### config.mk
export PLATFORM = sky130hd
export DESIGN_NAME = w_arbiter
export DESIGN_NICKNAME = d
export VERILOG_FILES = /design/src/rtl/afifo_pkg.sv /design/src/rtl/rr_picker.sv /design/src/rtl/w_arbiter.sv
export SDC_FILE = /design/constraint.sdc
export NUM_CORES = 1
export LEC_CHECK = 0
export CORE_MARGIN = 3
export CORE_UTILIZATION = 37
export DETAILED_ROUTE_END_ITERATION = 10
export GPL_TIMING_DRIVEN = 0
export PLACE_DENSITY = 0.85
export SYNTH_ARGS = -nofsm -noshare
export SYNTH_HDL_FRONTEND = slang
export SYNTH_HIERARCHICAL = 1
export SYNTH_SLANG_ARGS = --single-unit
### constraint.sdc
create_clock -name clk -period 2.45 [get_ports clk]
set_input_delay 0.49 -clock clk [delete_from_list [all_inputs] [get_ports clk]]
set_output_delay 0.49 -clock clk [all_outputs]
set_load 0.01 [all_outputs]
### src/rtl/afifo_pkg.sv
// Shared definitions for the async FIFO write side: arbiter state encoding
// and the almost-full slack used by the write-side flag logic.
package afifo_pkg;

  typedef enum logic [0:0] {
    ARB_IDLE  = 1'b0,
    ARB_BURST = 1'b1
  } arb_state_t;

  localparam int unsigned ALMOST_FULL_SLACK = 2;

endpackage

### src/rtl/rr_picker.sv
// Rotate-priority search: the first set bit of req, starting just after
// index last and wrapping modulo N_REQ. Purely combinational.
module rr_picker
  import afifo_pkg::*;
#(
  parameter int unsigned N_REQ = 4
) (
  input  logic [N_REQ-1:0]         req,
  input  logic [$clog2(N_REQ)-1:0] last,
  output logic [N_REQ-1:0]         pick,
  output logic [$clog2(N_REQ)-1:0] pick_idx
);

  localparam int unsigned IW = $clog2(N_REQ);

  logic          found;
  int unsigned   cand;
  logic [IW-1:0] idx;

  always_comb begin
    pick     = '0;
    pick_idx = '0;
    found    = 1'b0;
    cand     = 0;
    idx      = '0;
    // Offsets 1..N_REQ visit every requester once, ending at last itself.
    for (int unsigned i = 1; i <= N_REQ; i++) begin
      cand = (32'(last) + i) % N_REQ;
      idx  = IW'(cand);
      if (!found && req[idx]) begin
        found     = 1'b1;
        pick[idx] = 1'b1;
        pick_idx  = idx;
      end
    end
  end

endmodule

### src/rtl/w_arbiter.sv
// Packet-granular round-robin arbiter for the async FIFO write port.
// A grant lasts until the owner's last beat or the MAX_BURST beat cap.
module w_arbiter
  import afifo_pkg::*;
#(
  parameter int unsigned N_REQ      = 4,
  parameter int unsigned DATA_WIDTH = 8,
  parameter int unsigned MAX_BURST  = 4
) (
  input  logic                        clk,
  input  logic                        rst,
  input  logic [N_REQ-1:0]            req_valid,
  input  logic [N_REQ-1:0]            req_last,
  input  logic [N_REQ*DATA_WIDTH-1:0] req_data,
  output logic [N_REQ-1:0]            req_ready,
  input  logic                        full,
  input  logic                        almost_full,
  output logic                        w_en,
  output logic [DATA_WIDTH-1:0]       w_data,
  output logic [N_REQ-1:0]            grant,
  output logic                        busy
);

  localparam int unsigned IW = $clog2(N_REQ);
  localparam int unsigned CW = $clog2(MAX_BURST + 1);
  localparam logic [CW-1:0] CAP = CW'(MAX_BURST - 1);

  arb_state_t    state;
  logic [IW-1:0] last_grant;
  logic [CW-1:0] beat_cnt;

  logic [N_REQ-1:0] pick;
  logic [IW-1:0]    pick_idx;
  logic             owner_valid;
  logic             owner_last;

  rr_picker #(.N_REQ(N_REQ)) u_picker (
    .req      (req_valid),
    .last     (last_grant),
    .pick     (pick),
    .pick_idx (pick_idx)
  );

  // Everything below is masked by grant, so it all drops to zero in IDLE.
  assign owner_valid = |(req_valid & grant);
  assign owner_last  = |(req_last & grant);
  assign req_ready   = grant & {N_REQ{~full}};
  assign w_en        = owner_valid & ~full;

  always_comb begin
    w_data = '0;
    for (int unsigned i = 0; i < N_REQ; i++) begin
      if (grant[i]) w_data = w_data | req_data[i*DATA_WIDTH +: DATA_WIDTH];
    end
  end

  always_ff @(posedge clk or negedge rst) begin
    if (!rst) begin
      state      <= ARB_IDLE;
      grant      <= '0;
      busy       <= 1'b0;
      last_grant <= IW'(N_REQ - 1);
      beat_cnt   <= '0;
    end else begin
      case (state)
        ARB_IDLE: begin
          if (|req_valid && !almost_full) begin
            state      <= ARB_BURST;
            grant      <= pick;
            busy       <= 1'b1;
            last_grant <= pick_idx;
            beat_cnt   <= '0;
          end
        end
        ARB_BURST: begin
          if (w_en) begin
            if (owner_last || beat_cnt == CAP) begin
              state    <= ARB_IDLE;
              grant    <= '0;
              busy     <= 1'b0;
              beat_cnt <= '0;
            end else begin
              beat_cnt <= beat_cnt + 1'b1;
            end
          end
        end
        default: begin
          state <= ARB_IDLE;
          grant <= '0;
          busy  <= 1'b0;
        end
      endcase
    end
  end

endmodule

==> flow_summary.ini, run 1 <==
[sta]
relSlewSlack_pct = 66.0
finalWorstSetupSlack_ps = 130
hold_viol = 0
tightest_slew_ps = 508
clock.fmax_mhz = 431
grt_setup_unrepaired = false
drv_slew = 0
clock_skew_ps = 3.93
fin_crit_sh_pct = 94.7
fin_hold_ws_ps = 505
finalCriticalPeriod_ps = 2320
setup-violations-final = 0

[power_and_ir_drop]
netSwitchingPower_mw = 0.767
pwr-share-seq_pct = 18.9
p_sw_share_pct = 43.6
combinationalPowerShare_pct = 74.4
clockPowerShare_pct = 6.7
leakage_nw = 0.832
powerDensity_nw_per_um2 = 875
p_int_mw = 0.992
vdd_ir_drop_max_mv = 0.453

[status]
status = finished clean

[clocking]
cts_sinks = 11
cts_made_buffers = 3
root_buffer = clkbuf_4
cts_buffer_depth = 2
clk_latency_ps = 260
clkSlewWorstSetupHoldPaths_ps = 70
ctsHtreeMaxLevel = 1
cts_tree = built

[worst_setup_path]
cp_cell_sequence = clkbuf_1, a22oi_1, nand2_1, clkdlybuf4s50_1
crit_family = buffers and inverters
setup.worst_path.end = w_data[5]
critPathMaxFanout = 10
rr_startpoint = last_grant[0]
crit_type = reg2out
r2r_slack_ps = 160
cpMaxStageDelayCell = clkdlybuf4s50_1
required_ps = 1960
cpPeakStageDelay_ps = 530
cp-start-kind = flip-flop
r2r-end = grant[2]
cp.buffers_inverters = 2
crit_arrival_ps = 1830
endpoint_kind = output pin
ff2ff_path_depth = 10
critPathLaunch = grant[3]
path_depth = 4

[global_route]
antenna_found_initial = 0
overflow = 0
grt_max_degree = 13
grt_pass1_wl_um = 6390
grt_pass1_vias = 1356
grtUsageTotal_pct = 18.8

[routing]
drtIter0Drc = 128
wl_um = 3960
vias = 1470
drc = 0
dr.pass1.iters = 5
postRouteAntennaNets = 0
vias_per_cell = 5.51
wl_per_cell_um = 14.8

[logic_synthesis]
yosys_warnings = 6
synthMostInstantiatedCell = nand2_1
synth_edf_count = 0
ys_seq_elements = 11
synth_area_um2 = 1280
seq_area_frac_synth_pct = 21.6
yosys-top-cells-area = dfrtp_1 (18%), a22oi_1 (12%), nand2_1 (11%), ha_1 (9.7%), dfstp_2 (4.1%)
syn_inst = 156
syn_area_per_cell_um2 = 8.24
ys.flop_type = dfrtp_1
syn_nets = 210
netlist_top_cells_count = nand2_1 (37), a22oi_1 (21), ha_1 (10)
synth.largest_area_cell = dfrtp_1
ys_types = 41
synth_top_area_share_pct = 17.5
async_reset_ff_share_pct = 100

[floorplan]
row_count = 20
die_h_um = 64.9
start_util_pct = 40.4
ios = 62
die_w_um = 64.9
coreArea_um2 = 3180
die-area_um2 = 4220

[placed_design]
dp_hpwl_um = 3090
gp_congestion = 0.830
io_buffer_count = 61
place_ws_ps = -89.8

[layout]
nets = 278
nFillCells = 270
syn2layout_area_growth_pct = 56.4
antenna_cells = 0
drive_above_1_share_pct = 16.6

[job]
maxCapViolations = 0

[worst_hold_path]
hp-class = reg2reg
==> layout make-up <==
| class | instances | area, um2 | share of cell area [%] |
|---|---|---|---|
| plain buffers | 10 | 85.1 | 4.23 |
| repair buffers | 64 | 633 | 31.5 |
| well taps | 44 | 55.1 | 2.74 |
| flip-flops and latches | 11 | 278 | 13.8 |
| multi-input cells | 129 | 913 | 45.5 |
| clock buffers | 4 | 26.3 | 1.31 |
| inverters | 5 | 18.8 | 0.934 |
==> cells by family after synthesis <==
logic type	Yosys count	synth area share [%]
AND/OR/NAND/NOR	63	24.0
AO/OA/AOI/OAI	52	31.9
buffers and inverters	16	7.59
flip-flops	11	21.6
adder cells (fa/ha/maj)	10	9.74
multiplexers	4	5.16
==> power groups by stage <==
stage / registers [mW] / clock network (mW) / logic (mW)
2_1_floorplan: 0.342 / 0 / 0.774
3_3_place_gp: 0.351 / 0 / 1.21
5_1_grt: 0.343 / 0.129 / 1.45
4_1_cts: 0.330 / 0.122 / 1.27
3_5_place_dp: 0.354 / 0 / 1.23
6_report: 0.332 / 0.118 / 1.31
==> cells in the final DEF (no fill, tap or decap), types with 3 or more instances in the layout <==
master | netlist | final
a221o_2 | 4 | 4
a22oi_1 | 21 | 21
buf_4 | 4 | 5
buf_6 | 3 | 5
clkbuf_4 | 0 | 3
clkdlybuf4s50_1 | 0 | 58
dfrtp_1 | 9 | 9
ha_1 | 10 | 10
inv_1 | 5 | 4
nand2_1 | 37 | 37
nor2_1 | 5 | 5
nor2b_1 | 8 | 8
o21ai_0 | 6 | 6
o21ai_2 | 4 | 4
o22ai_1 | 3 | 3
==> worst reg2reg max path: cells and delay by family, from the launching register on <==
kind | cells | cell delay (ps)
and+or+nand+nor | 2 | 180
AOI/OAI and AO/OA | 3 | 440
muxes | 1 | 370
adders and majority gates | 1 | 300
buffers and inverters | 3 | 350
DFF | 1 | 560
==> state kept, by name (all words and copies together) (netlist names) <==
| signal | flops |
|---|---|
| beat_cnt | 3 |
| busy | 1 |
| grant | 4 |
| last_grant | 2 |
| state | 1 |
==> per-stage QoR <==
step           TNS, ps  power, mW  instance area [um2]  cells  utilization (%)
6_report             0       1.76                 2010    267             63.2
5_1_grt              0       1.92                 2010    267             63.2
4_1_cts              0       1.72                 1980    266             62.4
3_5_place_dp      -369       1.58                 1950    261             61.4
3_3_place_gp      -285       1.56                 1950    261             61.4
2_1_floorplan        0       1.12                 1280    156                -
==> worst min path at each step <==
stage	slack (ps)	to	cells past startpoint	startpoint
after floorplan	190	beat_cnt[0]	0	rst
after global placement	490	beat_cnt[0]	1	beat_cnt[0]
after detailed placement	500	busy	2	busy
after CTS	530	busy	2	busy
after global routing	530	last_grant[1]	2	last_grant[1]
final	510	last_grant[1]	2	last_grant[1]
==> timing repair <==
action,CTS,global route
setup endpoints to repair,5,15
setup buffers,1,2
hold buffers,0,0
pin swaps,0,1
resized for setup,2,9
==> metal layers <==
metal	global-route usage [%]	share of wire [%]
met1	24.5	43
met2	31.2	48
met3	4.51	7.8
met4	4.22	0.43
met5	0	0
No activity file was read; power rests on OpenSTA's default activity.
==> run 2, diff against run 1 <==
Settings changed: SKIP_CTS_REPAIR_TIMING set to 1.
==> flow_summary.ini, run 2 (synthesized netlist as in run 1, its figures left out) <==
[power_and_ir_drop]
leakage_nw = 0.910
powerDensity_nw_per_um2 = 927
power_mw = 1.97
vdd_ir_drop_max_mv = 0.476

[worst_setup_path]
crit_family = flip-flops
crit_arrival_ps = 2530
cpMaxStageDelayCell = dfstp_2
path_common_cell = buf_6
critPathMaxFanout = 8
r2r_slack_ps = 80
required_ps = 2610
cp_cell_sequence = buf_6, clkinvlp_4, ha_4, buf_6, mux4_2, nand2_1, o21ai_0, a221o_2, nand2_2, o21ai_2
crit_type = reg2reg
r2r-end = grant[0]
rr_startpoint = last_grant[0]
endpoint_kind = flip-flop
cp-start-kind = flip-flop
ff2ff_path_depth = 10
cpPeakStageDelay_ps = 600
cp.buffers_inverters = 3

[routing]
wl_met1_um = 1900
postRouteAntennaNets = 0
vias = 1540
dr_wl_met2_um = 2060
wl_met3_um = 256
wl_per_cell_um = 15.1
wl_um = 4230
drc = 0
drtIter0Drc = 122
dr.pass1.iters = 5
dr.max_layer_used = met4
vias_per_cell = 5.50

[clocking]
clk_latency_ps = 260
cts_made_buffers = 3
clkSlewWorstSetupHoldPaths_ps = 70
cts_sinks = 11
ctsHtreeMaxLevel = 1
cts_buffer_depth = 2
cts_tree = built
root_buffer = clkbuf_4

[worst_hold_path]
hp-start = last_grant[1]
min_to = last_grant[1]
hold_depth = 2
hp-class = reg2reg

[sta]
fin_crit_sh_pct = 96.8
relSlewSlack_pct = 59.1
hold_viol = 0
finalWorstSetupSlack_ps = 78.7
clock.fmax_mhz = 422
finalCriticalPeriod_ps = 2370
tightest_slew_ps = 610
fin_tns_setup_ps = 0
drv_slew = 0
setup-violations-final = 0
clock_skew_ps = 5.48

[layout]
antenna_cells = 0
reg_top3 = grant: 4 flops, beat_cnt: 3 flops, last_grant: 2 flops
largest_reg_flops = 4
nets = 291
fin_area_um2 = 2130
most-common-layout-cells = clkdlybuf4s50_1 (58), nand2_1 (36), a22oi_1 (21), buf_4 (17)
drive_above_1_share_pct = 22.0
largest-register = grant
syn2layout_area_growth_pct = 65.8
final_common_cell = clkdlybuf4s50_1

[placed_design]
io_buffer_count = 61
place_ws_ps = -89.8
gp_congestion = 0.830
place_area_um2 = 1950
dp_hpwl_um = 3090

[floorplan]
row_count = 20
coreArea_um2 = 3180
die_h_um = 64.9
die_w_um = 64.9
start_util_pct = 40.4
ios = 62
die-area_um2 = 4220

[job]
maxCapViolations = 0

[global_route]
grt_pass1_wl_um = 6310
antenna_found_initial = 0
overflow = 0
grtUsageTotal_pct = 18.6
grt_pass1_vias = 1352
grt_max_degree = 13

[status]
status = finished clean
==> run 2: stage by stage <==
step	std cells	util (%)	hold WS, ps
2_1_floorplan	156	-	194
3_3_place_gp	261	61.4	493
3_5_place_dp	261	61.4	498
4_1_cts	265	62.2	529
5_1_grt	280	67.0	533
6_report	280	67.0	507
==> run 2: how the worst max path moves through the flow <==
stage	cells after the start	startpoint	slack (ps)	end
detailed placement	10	last_grant[0]	-90	grant[2]
CTS	10	last_grant[0]	-100	grant[2]
global route	10	last_grant[0]	-70	grant[0]
floorplan	10	last_grant[0]	120	grant[0]
global placement	10	last_grant[0]	-70	grant[3]
finish	10	last_grant[0]	80	grant[0]
==> run 2: layout make-up <==
cell class | instances | area [um2]
fillers | 253 | 1050
multi-input cells | 129 | 928
repair buffers | 76 | 731
flip-flops and latches | 11 | 278
plain buffers | 11 | 90.1
well taps | 44 | 55.1
clock buffers | 4 | 26.3
inverters | 5 | 22.5
==> run 2: metal layers <==
layer / vias to the layer above / GRT usage, %
li1: 746 / -
met3: 2 / 4.51
met1: 736 / 24.3
met2: 56 / 30.7
met5: - / 0
met4: 0 / 4.22
==> run 2: worst min-delay path, delay by kind of cell, from the launching register on <==
kind / cells / cell delay [ps]
and+or+nand+nor: 2 / 110
DFF: 1 / 400
==> run 2: where the power goes <==
part	leakage [nW]	switching (mW)	internal (mW)	total, mW
combinational	0.760	0.705	0.821	1.53
sequential	0.135	0.0715	0.257	0.329
clock	0.0150	0.0570	0.0629	0.120
total	0.910	0.834	1.14	1.97
==> run 3, diff against run 2 <==
Settings changed: CORE_MARGIN 3 to 4.
==> flow_summary.ini, run 3 (synthesized netlist as in run 1, its figures left out) <==
[status]
status = finished clean

[clocking]
clkSlewWorstSetupHoldPaths_ps = 70
clk_latency_ps = 260
root_buffer = clkbuf_4
ctsHtreeMaxLevel = 1
cts_sinks = 11
cts_made_buffers = 3
cts_tree = built
cts_buffer_depth = 2

[routing]
wl_per_cell_um = 15.5
wl_um = 4240
dr.pass1.iters = 4
drc = 0
vias = 1508
postRouteAntennaNets = 0
vias_per_cell = 5.50
drtIter0Drc = 87

[placed_design]
dp_hpwl_um = 3340
io_buffer_count = 61
place_area_um2 = 1950
gp_congestion = 0.857

[power_and_ir_drop]
leakage_nw = 0.864
powerDensity_nw_per_um2 = 883
vdd_ir_drop_max_mv = 0.444

[layout]
final_common_cell = clkdlybuf4s50_1
syn2layout_area_growth_pct = 58.9
antenna_cells = 0
drive_above_1_share_pct = 18.4
largest_reg_flops = 4
nets = 283
largest-register = grant
reg_top3 = grant: 4 flops, beat_cnt: 3 flops, last_grant: 2 flops
fin_area_um2 = 2040
most-common-layout-cells = clkdlybuf4s50_1 (59), nand2_1 (37), a22oi_1 (21), buf_4 (11), ha_1 (10)

[worst_setup_path]
cp-start-kind = flip-flop
r2r_slack_ps = 80
critPathMaxFanout = 10
endpoint_kind = flip-flop
crit_arrival_ps = 2530
required_ps = 2610
crit_type = reg2reg

[job]
maxCapViolations = 0

[sta]
clock.fmax_mhz = 422
hold_viol = 0
finalCriticalPeriod_ps = 2370
tightest_slew_ps = 547
setup-violations-final = 0
fin_tns_setup_ps = 0
drv_slew = 0
clock_skew_ps = 0.296
fin_crit_sh_pct = 96.6
relSlewSlack_pct = 63.3

[floorplan]
die_w_um = 66.9
coreArea_um2 = 3340
ios = 62
row_count = 21
start_util_pct = 38.5
die-area_um2 = 4480
die_h_um = 66.9

[global_route]
overflow = 0
antenna_found_initial = 0
grtUsageTotal_pct = 17.7
grt_max_degree = 13
grt_pass1_vias = 1365
grt_pass1_wl_um = 6200

[worst_hold_path]
hp-class = reg2reg
## run 3: cell type report
| class | count | area [um2] |
|---|---|---|
| inverters | 5 | 18.8 |
| well taps | 46 | 57.6 |
| clock buffers | 4 | 26.3 |
| repair buffers | 68 | 668 |
| plain buffers | 11 | 83.8 |
| multi-input cells | 129 | 910 |
| fillers | 292 | 1290 |
| flip-flops and latches | 11 | 278 |
## run 3: metrics by stage
| stage | worst slack [ps] | std cells | power [mW] | hold WS (ps) | util [%] |
|---|---|---|---|---|---|
| 6_report | 82.5 | 274 | 1.80 | 522 | 61.2 |
| 5_1_grt | -31.5 | 274 | 1.96 | 541 | 61.2 |
| 4_1_cts | -91.9 | 267 | 1.72 | 526 | 59.3 |
| 3_5_place_dp | -89.1 | 263 | 1.59 | 487 | 58.5 |
| 3_3_place_gp | -74.3 | 263 | 1.56 | 491 | 58.5 |
| 2_1_floorplan | 120 | 156 | 1.12 | 194 | - |
## run 3: final timing paths
check | startpoint | depth (start not counted) | endpoint
max | last_grant[0] | 10 | grant[3]
min | busy | 2 | busy
max reg2reg | last_grant[0] | 10 | grant[3]
min reg2reg | busy | 2 | busy
max in group asynchronous | rst | 1 | last_grant[1]
min in group asynchronous | rst | 1 | beat_cnt[1]
## run 3: power by group
| group | switching, mW | leakage [nW] | internal, mW | total [mW] |
|---|---|---|---|---|
| clock | 0.0585 | 0.0150 | 0.0629 | 0.121 |
| sequential | 0.0743 | 0.135 | 0.257 | 0.331 |
| combinational | 0.653 | 0.714 | 0.697 | 1.35 |
| total | 0.785 | 0.864 | 1.02 | 1.80 |
## run 3: worst max-delay path: stages (launching register included)
cell     delay (ps)
dfstp_2         570
buf_4           180
inv_2            70
ha_1            290
buf_4           170
mux4_2          370
nand2_1         110
o21ai_0          80
a221o_2         300
nand2_1          80
o21ai_2          50
## run 3: metal layers
| metal | up-vias | part of all wire [%] | wire, um | GRT usage [%] |
|---|---|---|---|---|
| li1 | 727 | - | - | - |
| met3 | 2 | 4.5 | 191 | 4.38 |
| met1 | 742 | 41 | 1740 | 22.1 |
| met5 | - | 0 | 0 | 0 |
| met2 | 37 | 54 | 2300 | 31.1 |
| met4 | 0 | 0.17 | 7 | 2.28 |
